==> src/rtl/sd_host_pkg.sv <==
// Shared SD host definitions: descriptor field layout, action encodings,
// error codes and the descriptor scheduler state set.
package sd_host_pkg;

    localparam int ADDR_MSB  = 85;
    localparam int ADDR_LSB  = 22;
    localparam int BIT_RSVD  = 21;
    localparam int LEN_MSB   = 20;
    localparam int LEN_LSB   = 5;
    localparam int BIT_ACT1  = 4;
    localparam int BIT_ACT2  = 3;
    localparam int BIT_END   = 2;
    localparam int BIT_VALID = 1;
    localparam int BIT_DIR   = 0;

    typedef enum logic [1:0] {
        ACT_NOP  = 2'b00,
        ACT_RSV  = 2'b01,
        ACT_TRAN = 2'b10,
        ACT_LINK = 2'b11
    } act_e;

    localparam logic [1:0] ERR_NONE      = 2'b00;
    localparam logic [1:0] ERR_INVALID   = 2'b01;
    localparam logic [1:0] ERR_RSV_ACT   = 2'b10;
    localparam logic [1:0] ERR_LINK_LOOP = 2'b11;

    typedef enum logic [2:0] {
        ST_IDLE      = 3'd0,
        ST_FETCH     = 3'd1,
        ST_WAIT_RD   = 3'd2,
        ST_DECODE    = 3'd3,
        ST_WAIT_DONE = 3'd4,
        ST_ERR       = 3'd5
    } state_e;

endpackage

==> src/rtl/sd_desc_decode.sv <==
// Combinational field extraction for one ADMA2 descriptor word: address,
// length (a zero length field means 65536 bytes), flags and action class.
module sd_desc_decode
    import sd_host_pkg::*;
#(
    parameter int DESC_W = 86
) (
    input  logic [DESC_W-1:0] desc,
    output logic [63:0]       addr,
    output logic [16:0]       len,
    output logic              dir,
    output logic              last,
    output logic              valid,
    output logic [1:0]        act
);

    logic [15:0] len_field_s;
    logic        unused_rsvd_s;

    assign addr          = desc[ADDR_MSB:ADDR_LSB];
    assign len_field_s   = desc[LEN_MSB:LEN_LSB];
    assign len           = (len_field_s == 16'd0) ? 17'd65536 : {1'b0, len_field_s};
    assign dir           = desc[BIT_DIR];
    assign last          = desc[BIT_END];
    assign valid         = desc[BIT_VALID];
    assign act           = {desc[BIT_ACT2], desc[BIT_ACT1]};
    assign unused_rsvd_s = desc[BIT_RSVD];

endmodule

==> src/rtl/sd_adma_desc_sched.sv <==
// ADMA2 descriptor walker: fetches NOP/RSV/TRAN/LINK entries through a
// one-cycle read port and hands one transfer at a time to the DMA engine.
module sd_adma_desc_sched
    import sd_host_pkg::*;
#(
    parameter int DESC_W   = 86,
    parameter int IDX_W    = 6,
    parameter int MAX_LINK = 64
) (
    input  logic              clk_host,
    input  logic              reset_host,
    input  logic              start,
    input  logic [IDX_W-1:0]  start_idx,
    input  logic              stop_req,
    output logic              desc_rd_en,
    output logic [IDX_W-1:0]  desc_rd_idx,
    input  logic [DESC_W-1:0] desc_rd_data,
    output logic              xfer_start,
    output logic [63:0]       xfer_addr,
    output logic [16:0]       xfer_len,
    output logic              xfer_dir,
    output logic              xfer_abort,
    input  logic              xfer_done,
    output logic              busy,
    output logic              done,
    output logic              adma_err,
    output logic [1:0]        err_code,
    output logic [IDX_W-1:0]  cur_idx
);

    localparam int LINK_W = $clog2(MAX_LINK + 1);

    state_e             state_r;
    logic [DESC_W-1:0]  desc_q_r;
    logic [IDX_W-1:0]   cur_idx_r;
    logic [LINK_W-1:0]  link_cnt_r;
    logic               desc_rd_en_r;
    logic [IDX_W-1:0]   desc_rd_idx_r;
    logic               xfer_start_r;
    logic [63:0]        xfer_addr_r;
    logic [16:0]        xfer_len_r;
    logic               xfer_dir_r;
    logic               xfer_abort_r;
    logic               busy_r;
    logic               done_r;
    logic               adma_err_r;
    logic [1:0]         err_code_r;

    logic [63:0]        dec_addr_s;
    logic [16:0]        dec_len_s;
    logic               dec_dir_s;
    logic               dec_last_s;
    logic               dec_valid_s;
    logic [1:0]         dec_act_s;

    sd_desc_decode #(
        .DESC_W (DESC_W)
    ) u_decode (
        .desc  (desc_q_r),
        .addr  (dec_addr_s),
        .len   (dec_len_s),
        .dir   (dec_dir_s),
        .last  (dec_last_s),
        .valid (dec_valid_s),
        .act   (dec_act_s)
    );

    // Scheduler FSM with index/link counters; read strobe is issued on entry to FETCH.
    always_ff @(posedge clk_host or posedge reset_host) begin
        if (reset_host) begin
            state_r       <= ST_IDLE;
            desc_q_r      <= '0;
            cur_idx_r     <= '0;
            link_cnt_r    <= '0;
            desc_rd_en_r  <= 1'b0;
            desc_rd_idx_r <= '0;
            xfer_start_r  <= 1'b0;
            xfer_addr_r   <= 64'd0;
            xfer_len_r    <= 17'd0;
            xfer_dir_r    <= 1'b0;
            xfer_abort_r  <= 1'b0;
            busy_r        <= 1'b0;
            done_r        <= 1'b0;
            adma_err_r    <= 1'b0;
            err_code_r    <= ERR_NONE;
        end else begin
            desc_rd_en_r <= 1'b0;
            xfer_start_r <= 1'b0;
            xfer_abort_r <= 1'b0;
            done_r       <= 1'b0;
            if (stop_req && (state_r != ST_IDLE)) begin
                state_r      <= ST_IDLE;
                busy_r       <= 1'b0;
                xfer_abort_r <= (state_r == ST_WAIT_DONE);
            end else begin
                case (state_r)
                    ST_IDLE: begin
                        if (start) begin
                            cur_idx_r     <= start_idx;
                            link_cnt_r    <= '0;
                            adma_err_r    <= 1'b0;
                            err_code_r    <= ERR_NONE;
                            desc_rd_en_r  <= 1'b1;
                            desc_rd_idx_r <= start_idx;
                            busy_r        <= 1'b1;
                            state_r       <= ST_FETCH;
                        end
                    end
                    ST_FETCH: begin
                        state_r <= ST_WAIT_RD;
                    end
                    ST_WAIT_RD: begin
                        desc_q_r <= desc_rd_data;
                        state_r  <= ST_DECODE;
                    end
                    ST_DECODE: begin
                        if (!dec_valid_s) begin
                            adma_err_r <= 1'b1;
                            err_code_r <= ERR_INVALID;
                            state_r    <= ST_ERR;
                        end else begin
                            case (dec_act_s)
                                ACT_RSV: begin
                                    adma_err_r <= 1'b1;
                                    err_code_r <= ERR_RSV_ACT;
                                    state_r    <= ST_ERR;
                                end
                                ACT_NOP: begin
                                    if (dec_last_s) begin
                                        done_r  <= 1'b1;
                                        busy_r  <= 1'b0;
                                        state_r <= ST_IDLE;
                                    end else begin
                                        cur_idx_r     <= cur_idx_r + IDX_W'(1);
                                        desc_rd_en_r  <= 1'b1;
                                        desc_rd_idx_r <= cur_idx_r + IDX_W'(1);
                                        state_r       <= ST_FETCH;
                                    end
                                end
                                // The END flag on a LINK entry has no effect.
                                ACT_LINK: begin
                                    if (link_cnt_r == LINK_W'(MAX_LINK)) begin
                                        adma_err_r <= 1'b1;
                                        err_code_r <= ERR_LINK_LOOP;
                                        state_r    <= ST_ERR;
                                    end else begin
                                        cur_idx_r     <= dec_addr_s[IDX_W-1:0];
                                        link_cnt_r    <= link_cnt_r + LINK_W'(1);
                                        desc_rd_en_r  <= 1'b1;
                                        desc_rd_idx_r <= dec_addr_s[IDX_W-1:0];
                                        state_r       <= ST_FETCH;
                                    end
                                end
                                ACT_TRAN: begin
                                    xfer_addr_r  <= dec_addr_s;
                                    xfer_len_r   <= dec_len_s;
                                    xfer_dir_r   <= dec_dir_s;
                                    xfer_start_r <= 1'b1;
                                    state_r      <= ST_WAIT_DONE;
                                end
                                default: begin
                                    adma_err_r <= 1'b1;
                                    err_code_r <= ERR_INVALID;
                                    state_r    <= ST_ERR;
                                end
                            endcase
                        end
                    end
                    ST_WAIT_DONE: begin
                        if (xfer_done) begin
                            if (dec_last_s) begin
                                done_r  <= 1'b1;
                                busy_r  <= 1'b0;
                                state_r <= ST_IDLE;
                            end else begin
                                cur_idx_r     <= cur_idx_r + IDX_W'(1);
                                desc_rd_en_r  <= 1'b1;
                                desc_rd_idx_r <= cur_idx_r + IDX_W'(1);
                                state_r       <= ST_FETCH;
                            end
                        end
                    end
                    ST_ERR: begin
                        busy_r  <= 1'b0;
                        state_r <= ST_IDLE;
                    end
                    default: begin
                        busy_r  <= 1'b0;
                        state_r <= ST_IDLE;
                    end
                endcase
            end
        end
    end

    assign desc_rd_en  = desc_rd_en_r;
    assign desc_rd_idx = desc_rd_idx_r;
    assign xfer_start  = xfer_start_r;
    assign xfer_addr   = xfer_addr_r;
    assign xfer_len    = xfer_len_r;
    assign xfer_dir    = xfer_dir_r;
    assign xfer_abort  = xfer_abort_r;
    assign busy        = busy_r;
    assign done        = done_r;
    assign adma_err    = adma_err_r;
    assign err_code    = err_code_r;
    assign cur_idx     = cur_idx_r;

endmodule

==> config.mk <==
export PLATFORM = sky130hd
export DESIGN_NAME = sd_adma_desc_sched
export DESIGN_NICKNAME = d
export VERILOG_FILES = /design/src/rtl/sd_host_pkg.sv /design/src/rtl/sd_desc_decode.sv /design/src/rtl/sd_adma_desc_sched.sv
export SDC_FILE = /design/constraint.sdc
export NUM_CORES = 1
export LEC_CHECK = 0
export CAP_MARGIN = 20
export CORE_MARGIN = 2
export CORE_UTILIZATION = 50
export CTS_CLUSTER_DIAMETER = 80
export CTS_CLUSTER_SIZE = 10
export DETAILED_ROUTE_END_ITERATION = 10
export HOLD_SLACK_MARGIN = 0.1
export PLACE_DENSITY = 0.82
export SLEW_MARGIN = 20
export SYNTH_ARGS = -nofsm -noshare
export SYNTH_HDL_FRONTEND = slang
export SYNTH_SLANG_ARGS = --single-unit
==> constraint.sdc <==
create_clock -name clk_host -period 7.1 [get_ports clk_host]
set_input_delay 1.065 -clock clk_host [delete_from_list [all_inputs] [get_ports clk_host]]
set_output_delay 1.065 -clock clk_host [all_outputs]
set_load 0.1 [all_outputs]
# Word level (Yosys, flattened, before mapping)

Index checks and enable logic that the tools add are counted.

Bitwise gates (word level): 1
Add/sub/neg operators: 2
Mux-type cells: 62
Reduce and logical (&&, ||, !) cells: 15
Equal/unequal tests: 22

Operator list:

| cell                                                 | count |
|---|---|
| two-way mux 6 bit                                    | 8 |
| case mux 6 bit (3 select lines)                      | 2 |
| two-way mux 7 bit                                    | 4 |
| two-way mux 1 bit                                    | 26 |
| case mux 6 bit (2 select lines)                      | 2 |
| two-way mux 17 bit                                   | 1 |
| logical NOT 16 bit                                   | 1 |
| two-way mux 3 bit                                    | 5 |
| case mux 3 bit (5 select lines)                      | 1 |
| case mux 7 bit (2 select lines)                      | 1 |
| != test 3 bit (second input constant)                | 4 |
| case mux 3 bit (4 select lines)                      | 1 |
| != test 2 bit (second input constant)                | 5 |
| AND reduction 5 bit                                  | 2 |
| case mux 1 bit (2 select lines)                      | 4 |
| case mux 2 bit (2 select lines)                      | 2 |
| adder 7 x 1 -> 7 bit (second input constant)         | 1 |
| equality test 7 bit (second input constant)          | 1 |
| AND reduction 7 bit                                  | 1 |
| adder 6 x 1 -> 6 bit (second input constant)         | 1 |
| equality test 3 x 2 -> 1 bit (second input constant) | 2 |
| two-way mux 2 bit                                    | 3 |
| != test 3 x 2 -> 1 bit (second input constant)       | 2 |
| AND reduction 6 bit                                  | 1 |
| other kinds (18)                                     | 21 |

Input bits: 97
Output and inout port bits: 102
Word-level logic and storage cells: 117
Bits in registers: 198

# Depth between registers and ports, before layout

Gate-level depths: netlist of the first run.

Word-level depth: 6
Mapped depth: 9
Depth with buffers taken out: 7

# By module

From an unflattened synthesis of the first run, not the netlist that was laid out.

Cell total of the unflattened synthesis: 690
Area total of the unflattened synthesis: 8874.8 um2

Modules (own cells, without submodules):

| module             | seq. area each (um2) | cells an instance | area an instance (um2) | instances |
|---|---|---|---|---|
| sd_adma_desc_sched | 4954.8               | 600               | 8262.9                 | 1 |
| sd_desc_decode     | 0.0                  | 90                | 611.8                  | 1 |

# Worst setup path before layout of the first run

Ideal clock, no wire load.

Path kind: input port to flip-flop
Start point: in stop_req
End point: reg desc_q_r[27]
Path buffers: 3
Required time: 6975 ps
Cell stages on the path: 6
Arrival time: 2418 ps
Path slack: 4557 ps
Library setup time: 125 ps
Path through: buf_2 > nand2b_1 > nor3_2 > buf_2 > buf_2 > mux2_2

Cells in the longest elaborated chain, start to end: 3

Ends and longest elaborated chain:

| item                          | RTL line                  | RTL |
|---|---|---|
| start, declared               | sd_adma_desc_sched.sv:14  | `input logic stop_req,` |
| logical AND 1 bit             | sd_adma_desc_sched.sv:91  | `if (stop_req && (state_r != ST_IDLE)) begin` |
| inverter 1 bit (no line)      | n/a                       |  |
| AND reduction 2 bit (no line) | n/a                       |  |
| end signal, assigned          | sd_adma_desc_sched.sv:113 | `desc_q_r <= desc_rd_data;` |
| end, declared                 | sd_adma_desc_sched.sv:34  | `logic [DESC_W-1:0] desc_q_r;` |

Every way passes these cells.
A chain may end at the register's enable or synchronous reset.

# Final worst setup path of the first run

Start point: in stop_req
End point: reg xfer_len_r[16] (netlist: xfer_len[16])

Cells in the longest elaborated chain, start to end: 3

Ends and longest elaborated chain:

| item                          | RTL line                  | RTL |
|---|---|---|
| logical AND 1 bit             | sd_adma_desc_sched.sv:91  |  |
| inverter 1 bit (no line)      | n/a                       |  |
| AND reduction 4 bit (no line) | n/a                       |  |
| end signal, assigned          | sd_adma_desc_sched.sv:156 | `xfer_len_r <= dec_len_s;` |
| end, declared                 | sd_adma_desc_sched.sv:41  | `logic [16:0] xfer_len_r;` |

Every way passes these cells.

==> out/metrics.yaml, run 1 <==
syn_nets: 853
routed.top_layer: "met4"
die-area_sq_um: 17470
clock_sinks: 197
cts_resized: 0
slew_headroom: 0.2877
grt_max_degree: 138
m1WireLength_microns: 8181
fin_crit_ns: 3.301
status: "complete, no violations"
row_count: 46
tightest_slew_ns: 1.065
synth_seq_area_share: 0.6002
hpwlAfterDp_microns: 13090
grt_pass1_wl_microns: 32170
synth_cell_types: 53
yosys_most_used_dff: "dfrtp_1"
routed_wl_microns: 19850
hp-class: "reg -> reg"
area_growth_pct: 32.64
utilization: 0.6834
worst_setup_path_start_kind: "input pin"
met3_length_microns: 1714
die_w_microns: 132.2
path_clk_slew_ns: 0.07
netlist_area_sq_um: 8214
setup_violations: 0
async_flop_share: 1.000
first_pass_iters: 5
finClkSkew_ns: 0.009226
clk_latency_ns: 0.43
crit_slowest_cell: "buf_4"
drt_iter0_drc: 405
synthCells: 749
syn_avg_cell_area_sq_um: 10.97
final_max_slew_viol_count: 0
cap_violations: 0
rsz0062_at_grt: "false"
die_y_microns: 132.2
worst_ep_arrival_time_ns: 3.59
coreArea_sq_um: 15940
cpMostUsedCell: "nor2_1"
cts_hold_buf: 0
post-route-period-util: 0.4650
layout-drive-gt1-share: 0.1423
start_util: 0.5152
crit_chain: "clkdlybuf4s50_1 > nand2b_1 > nor2_1 > nand3_4 > buf_4 > inv_2 > buf_4 > nor2_1 > nor2_1"
ys_warn_count: 0
cp-end-kind: "flop"
cts_root_buf: "clkbuf_16"
post-cts-setup-buffers: 0
postRouteAntennaNets: 0
cts_tree: "yes"
io_pins: 199
viasPerCell: 5.296
fmax_mhz: 302.9
antennaDiodeCount: 0
synth_seq_cells: 197
vias: 6133
grt_pass1_vias: 6260
port_buffers: 197
dr_wl_met2_microns: 9579
cts.path.max_buffers: 2
htree_levels: 4
antenna_found_initial: 0
routedWlPerCell_microns: 17.14
worst-endpoint-required_ns: 7.39
final_nets: 1033
synth_edf_count: 0
max_stage_delay_ns: 0.73
grt_usage: 0.2318
globalplace.congestion: 0.8213
cts_made_buffers: 17
cp_max_fo: 82
drcViolationCount: 0
final-hold-violation-count: 0
path_class: "in -> reg"
fillers: 1206
gr-total-overflow: 0
setup_tns_ns: 0
-- logic make-up (layout without fill, tap and decap cells) --
kind of cell	Yosys count	count (layout)	synth area share
AOI/OAI and AO/OA	95	95	0.07860
and+or+nand+nor	304	304	0.1589
muxes	84	84	0.1152
xor gates and xnor gates	7	7	0.007464
adders and majority gates	7	7	0.01066
buffers and inverters	55	248	0.02909
DFF	197	197	0.6002
-- per-stage QoR --
stage | std cells | area [sq um] | hold WS [ns] | worst slack (ns)
6_report | 1158 | 10900 | 0.4607 | 3.799
5_1_grt | 1158 | 10900 | 0.4796 | 3.635
4_1_cts | 1158 | 10890 | 0.4658 | 3.814
3_5_place_dp | 1126 | 10340 | 0.4467 | 3.364
3_3_place_gp | 1126 | 10340 | 0.4408 | 3.385
2_1_floorplan | 749 | 8214 | 0.4348 | 0.6660
-- final cells by class --
class / instances / area [sq um] / area share
clock inverter: 14 / 112.6 / 0.01034
timing repair buffer: 204 / 2024 / 0.1858
tap: 216 / 270.3 / 0.02480
multi-input combinational: 497 / 3067 / 0.2815
clock buffer: 18 / 439.2 / 0.04031
sequential: 197 / 4930 / 0.4525
inverter: 12 / 52.55 / 0.004823
-- state kept, by name, indices dropped and copies added (netlist names) --
register     cells
busy             1
desc_rd_idx      6
xfer_len        17
desc_rd_en       1
done             1
state_r          3
link_cnt_r       7
xfer_abort       1
xfer_addr       64
xfer_dir         1
cur_idx          6
adma_err         1
xfer_start       1
err_code         2
desc_q_r        85
-- final timing paths --
check	endpoint	start	slack [ns]	depth (start not counted)
max in group asynchronous	desc_q_r[67]$_DFFE_PP0P_	reset_host	4.56	3
worst min register to register	xfer_addr[6]$_DFFE_PP0P_	desc_q_r[28]$_DFFE_PP0P_	0.46	2
worst min-delay path	xfer_addr[6]$_DFFE_PP0P_	desc_q_r[28]$_DFFE_PP0P_	0.46	2
worst max-delay path	xfer_len[16]$_DFFE_PP0P_	stop_req	3.80	9
worst max register to register	xfer_addr[37]$_DFFE_PP0P_	state_r[0]$_DFFE_PP0P_	4.31	8
min in group asynchronous	desc_q_r[66]$_DFFE_PP0P_	reset_host	1.24	2
-- metal layers --
layer  track usage  up-vias
met2        0.3776      216
li1              -     2885
met5             0        -
met1        0.2866     3002
met4       0.07587        0
met3       0.08843       30
-- cell usage after synthesis, types with 4 or more instances --
cell type / instances / share of area
mux2_2: 84 / 0.12
nor2_1: 26 / 0.012
a22o_1: 13 / 0.014
a21oi_1: 19 / 0.012
o21a_1: 6 / 0.0055
clkbuf_1: 19 / 0.0087
nor3_1: 5 / 0.0030
nor4_1: 5 / 0.0038
nor2b_1: 6 / 0.0046
inv_1: 11 / 0.0050
xnor2_1: 6 / 0.0064
a31oi_1: 6 / 0.0046
nand2b_1: 4 / 0.0030
a211oi_1: 8 / 0.0073
buf_2: 23 / 0.014
ha_1: 7 / 0.011
dfrtp_1: 197 / 0.60
nand3_1: 9 / 0.0055
nand2_1: 225 / 0.10
o21ai_0: 18 / 0.011
-- worst max-delay path, delay by kind of cell --
kind	cells	cell delay (ns)
and+or+nand+nor	5	0.70
buffers and inverters	4	1.76
-- layout by cell type (no fill, tap or decap), types with 3 or more instances in the layout --
cell             count
o21ai_0             18
nand4b_1             3
nor3_1               5
nand4_1              3
inv_6                7
xnor2_1              6
buf_4                7
clkdlybuf4s50_1    197
inv_1               10
nand3_1              8
a211oi_1             8
a31oi_1              6
nand2b_1             4
ha_1                 7
o21a_1               6
nand2_1            225
a21oi_1             19
mux2_2              84
a22o_1              13
nor2b_1              6
nor2_1              25
o22ai_1              3
clkbuf_16           17
dfrtp_1            197
clkinv_2             3
a32oi_1              3
nor4_1               5
a21o_1               3
Power of run 1 is not shown: default switching activity piles up to over one toggle a cycle in this logic, so the estimate is an artifact.
==> inputs of run 2 (changes only) <==
- CORE_UTILIZATION: 50 -> 45
- PLACE_DENSITY: 0.82 -> 0.78
- clock period: 7.1 -> 2.8 ns (I/O delays scaled with it)
==> run 2 against run 1 <==
Effect of this change: worst setup slack worse by 3.3 ns; die area grew 11%; sequential cell count unchanged; critical endpoint is now xfer_len[1]$_DFFE_PP0P_; highest routed layer unchanged; critical path type is now reg -> reg.
==> out/metrics.yaml, run 2 (synthesis gave the netlist of run 1 again) <==
status: "complete, no violations"
drcViolationCount: 0  # unchanged
setup_tns_ns: 0  # unchanged
layout_common_cells: "225 x nand2_1, 197 x dfrtp_1, 115 x buf_4"
cp-end-kind: "flop"
max_stage_delay_ns: 0.78  # +0.05 ns
grt_pass1_wl_microns: 32320  # +0.47%
fmax_mhz: 438.8
grt_max_degree: 88  # -36%
rrSetupSlack_ns: 0.52  # -3.79 ns
post-cts-setup-buffers: 0  # unchanged
grt_usage: 0.2069  # -0.02485
clock_sinks: 197  # unchanged
finClkSkew_ns: 0.01135  # +0.002121 ns
critical-path-top-delay-family: "flip-flops"
tightest_slew_ns: 0.7236  # -0.3416 ns
routedWlPerCell_microns: 16.51  # -3.7%
vias: 6128  # -0.082%
hpwlAfterDp_microns: 13360  # +2.0%
cp_max_fo: 36  # -56%
die_y_microns: 139.1  # +5.2%
rsz0062_at_grt: "false"
row_count: 49  # +6.5%
cap_violations: 0  # unchanged
fin_crit_ns: 2.279
cts_hold_buf: 0  # unchanged
grt_pass1_vias: 6262  # +0.032%
final_nets: 1045  # +1.2%
viasPerCell: 5.176  # -2.3%
reg2regPathDepth: 7  # -1
crit_slowest_cell: "dfrtp_1"
cts_tree: "yes"
largest_reg_flops: 85  # unchanged
cp.depth: 7  # -2
slew_headroom: 0.5162  # +0.2285
io_pins: 199  # unchanged
routed_wl_microns: 19540  # -1.5%
worst-endpoint-required_ns: 3.10  # -4.29 ns
antenna_found_initial: 1  # +1
final_max_slew_viol_count: 0  # unchanged
die_w_microns: 139.1  # +5.2%
path_clk_slew_ns: 0.07  # about the same
rr_endpoint: "xfer_len[1]$_DFFE_PP0P_"
path_class: "reg -> reg"
post-route-period-util: 0.8138
worstReg2RegStart: "state_r[2]$_DFFE_PP0P_"
port_buffers: 197  # unchanged
crit_chain: "nand2b_1 > nor2_1 > nand3_4 > buf_4 > nor2_1 > buf_4 > a22o_1"
path_buf_inv: 2  # -2
crit_end: "xfer_len[1]$_DFFE_PP0P_"
start_util: 0.4573  # -0.05796
setup_violations: 0  # unchanged
first_pass_iters: 4  # -1
htree_levels: 4  # unchanged
gr-total-overflow: 0  # unchanged
cts_made_buffers: 17  # unchanged
cts_resized: 0  # unchanged
globalplace.congestion: 0.8239  # +0.32%
cts_root_buf: "clkbuf_16"
die-area_sq_um: 19350  # +11%
worst_setup_path_start_kind: "flop"
final_common_cell: "nand2_1"
cts.path.max_buffers: 2  # unchanged
postRouteAntennaNets: 0  # unchanged
final-hold-violation-count: 0  # unchanged
area_growth_pct: 32.66  # about the same
clk_latency_ns: 0.42  # about the same
coreArea_sq_um: 17960  # +13%
layout-drive-gt1-share: 0.2579  # +0.1156
hp-class: "reg -> reg"
top_register: "desc_q_r"
worst_ep_arrival_time_ns: 2.58  # -1.01 ns
drt_iter0_drc: 356  # -12%
crit_start: "state_r[2]$_DFFE_PP0P_"
run 2: worst min-delay path by stage:
stage          cells past startpoint                         to                      from  slack (ns)
2_1_floorplan                      2  xfer_addr[10]$_DFFE_PP0P_  desc_q_r[32]$_DFFE_PP0P_        0.43
3_3_place_gp                       2  xfer_addr[55]$_DFFE_PP0P_  desc_q_r[77]$_DFFE_PP0P_        0.44
3_5_place_dp                       2  xfer_addr[63]$_DFFE_PP0P_  desc_q_r[85]$_DFFE_PP0P_        0.45
4_1_cts                            2  xfer_addr[63]$_DFFE_PP0P_  desc_q_r[85]$_DFFE_PP0P_        0.47
5_1_grt                            2  xfer_addr[45]$_DFFE_PP0P_  desc_q_r[67]$_DFFE_PP0P_        0.48
6_report                           2  xfer_addr[46]$_DFFE_PP0P_  desc_q_r[68]$_DFFE_PP0P_        0.46
run 2: layer usage:
metal  track usage  up-vias  wire length (microns)
met5             0        -                      0
met4       0.05901        0                    157
met3       0.06146       10                   1507
met2        0.3342      178                   9436
met1        0.2737     3023                   8444
li1              -     2917                      -
run 2: final cells by class:
type	instances	area [sq um]
diodes	1	2.502
clock buffers	21	470.5
clock inverters	11	160.2
fillers	1481	7067
inverters	12	48.80
multi-input cells	497	3064
flip-flops and latches	197	4930
well taps	229	286.5
repair buffers	216	1934
run 2: worst register-to-register path, delay by kind of cell (launching register included):
| kind | cells | cell delay (ns) |
|---|---|---|
| flip-flops | 1 | 0.78 |
| AND/OR/NAND/NOR | 4 | 0.60 |
| buffers and inverters | 2 | 0.60 |
| AO/OA/AOI/OAI | 1 | 0.19 |
run 2: stage by stage:
stage | instances | hold WS, ns | util | setup slack [ns] | cell area, sq um
floorplan | 749 | 0.4348 | - | -0.1664 | 8218
global placement | 1151 | 0.4402 | 0.5714 | 0.4391 | 10260
detailed placement | 1151 | 0.4484 | 0.5714 | 0.3771 | 10260
CTS | 1183 | 0.4651 | 0.6065 | 0.5453 | 10890
global route | 1184 | 0.4790 | 0.6066 | 0.3634 | 10900
finish | 1184 | 0.4638 | 0.6066 | 0.5213 | 10900
Power of run 2 is left out for the same reason.
==> inputs of run 3 (changes only) <==
- CORE_UTILIZATION: 45 -> 50
- PLACE_DENSITY: 0.78 -> 0.82
- clock period: 2.8 -> 2.3 ns (I/O delays scaled with it)
==> run 3 against run 2 <==
Effect of this change: via count is 2.3% higher; utilization is 8.6 points higher; worst setup slack worse by 0.30 ns; highest routed layer unchanged; sequential cell count stayed put; worst hold slack worse by 0.23 ns.
==> out/metrics.yaml, run 3 (synthesis gave the netlist of run 1 again) <==
antennaDiodeCount: 0  # -1
post-route-period-util: 0.9018  # +0.08795
antenna_found_initial: 0  # -1
die_y_microns: 132.2  # -5.0%
final_nets: 1059  # +1.3%
setup_tns_ns: 0  # unchanged
first_pass_iters: 5  # +1
post-cts-setup-buffers: 0  # unchanged
final-hold-violation-count: 0  # unchanged
drt_iter0_drc: 367  # +3.1%
setup_violations: 0  # unchanged
dpl_cell_area_sq_um: 10420  # +1.5%
reg2regPathDepth: 6  # -1
clock_sinks: 197  # unchanged
path_class: "reg -> reg"
cp-end-kind: "flop"
fillers: 1184  # -20%
gr-total-overflow: 0  # unchanged
fin_cells: 1184  # unchanged
grt_pass1_vias: 6343  # +1.3%
routed_wl_microns: 19590  # +0.25%
slew_headroom: 0.5719  # +0.05569
tightest_slew_ns: 0.6403  # -0.08328 ns
dp_cells: 1152  # +0.087%
die-area_sq_um: 17470  # -9.7%
layout_common_cells: "225 x nand2_1, 197 x dfrtp_1, 124 x buf_4"
drcViolationCount: 0  # unchanged
fin_crit_ns: 2.074  # -0.2046 ns
die_w_microns: 132.2  # -5.0%
grt_pass1_wl_microns: 31730  # -1.8%
largest_reg_flops: 85  # unchanged
grt_usage: 0.2286  # +0.02164
rr_endpoint: "desc_rd_idx[3]$_DFFE_PP0P_"
row_count: 46  # -6.1%
met3_usage: 0.07497  # +0.01351
rrSetupSlack_ns: 0.23  # -0.30 ns
hpwlAfterDp_microns: 13640  # +2.1%
hp-class: "in -> async"
coreArea_sq_um: 15940  # -11%
globalplace.congestion: 0.9282  # +13%
fmax_mhz: 482.1  # +9.9%
viasPerCell: 5.294  # +2.3%
path_clk_slew_ns: 0.08  # about the same
clk_latency_ns: 0.43  # about the same
worst-endpoint-required_ns: 2.65  # -0.45 ns
worst_ep_arrival_time_ns: 2.43  # -0.15 ns
final_common_cell: "nand2_1"
worst_setup_path_start_kind: "flop"
finalInstanceArea_sq_um: 11040  # +1.3%
cts_resized: 0  # unchanged
layout-drive-gt1-share: 0.2696  # +0.01177
area_growth_pct: 34.41
utilization: 0.6925  # +0.08591
met2_usage: 0.3782  # +0.04399
use_met1: 0.2824  # +0.008625
cts_hold_buf: 0  # unchanged
cp_max_fo: 16  # -56%
io_pins: 199  # unchanged
cts_made_buffers: 17  # unchanged
start_util: 0.5152  # +0.05796
grt-busiest-layer: "met2"
final_max_slew_viol_count: 0  # unchanged
rsz0062_at_grt: "false"
cts.path.max_buffers: 2  # unchanged
vias: 6268  # +2.3%
cap_violations: 0  # unchanged
top_register: "desc_q_r"
port_buffers: 197  # unchanged
status: "complete, no violations"
cts_root_buf: "clkbuf_16"
postRouteAntennaNets: 0  # unchanged
routedWlPerCell_microns: 16.55  # +0.25%
htree_levels: 4  # unchanged
grt_max_degree: 89  # +1.1%
worstReg2RegStart: "state_r[1]$_DFFE_PP0P_"
cts_tree: "yes"
finClkSkew_ns: 0.01337  # +0.002027 ns
## run 3: worst max-delay path by stage
stage / startpoint / endpoint / cells after the start
global route: state_r[1]$_DFFE_PP0P_ / desc_rd_idx[3]$_DFFE_PP0P_ / 6
floorplan: reset_host / adma_err$_DFFE_PP0P_ / 1
detailed placement: stop_req / xfer_addr[49]$_DFFE_PP0P_ / 8
CTS: link_cnt_r[3]$_DFFE_PP0P_ / cur_idx[0]$_DFFE_PP0P_ / 5
global placement: start / desc_rd_idx[2]$_DFFE_PP0P_ / 6
finish: state_r[1]$_DFFE_PP0P_ / desc_rd_idx[3]$_DFFE_PP0P_ / 6
## run 3: area by class of cell
type	count	area, sq um	area share
flip-flops and latches	197	4930	0.4465
clock buffers	18	439.2	0.03978
well taps	216	270.3	0.02448
inverters	12	48.80	0.004420
repair buffers	230	2102	0.1904
clock inverters	14	186.4	0.01689
multi-input cells	497	3064	0.2775
## run 3: per-layer routing
metal  part of all wire  vias to the layer above
li1                   -                     2946
met1               0.41                     3079
met5                  0                        -
met2               0.49                      211
met3              0.084                       32
met4              0.022                        0
## run 3: stage by stage
step / hold WS, ns / worst slack [ns]
finish: 0.2344 / 0.2259
global route: 0.2404 / 0.09481
CTS: 0.2262 / 0.2377
detailed placement: 0.4467 / 0.01277
global placement: 0.4398 / 0.01106
floorplan: 0.4348 / -0.5914
## run 3: worst max-delay path: stages, from the launching register on
cell,delay [ns]
dfrtp_1,0.53
buf_4,0.21
and3b_1,0.53
a21oi_1,0.24
nor2_1,0.22
a21oi_1,0.11
o22ai_1,0.17
Power of run 3 is left out for the same reason.
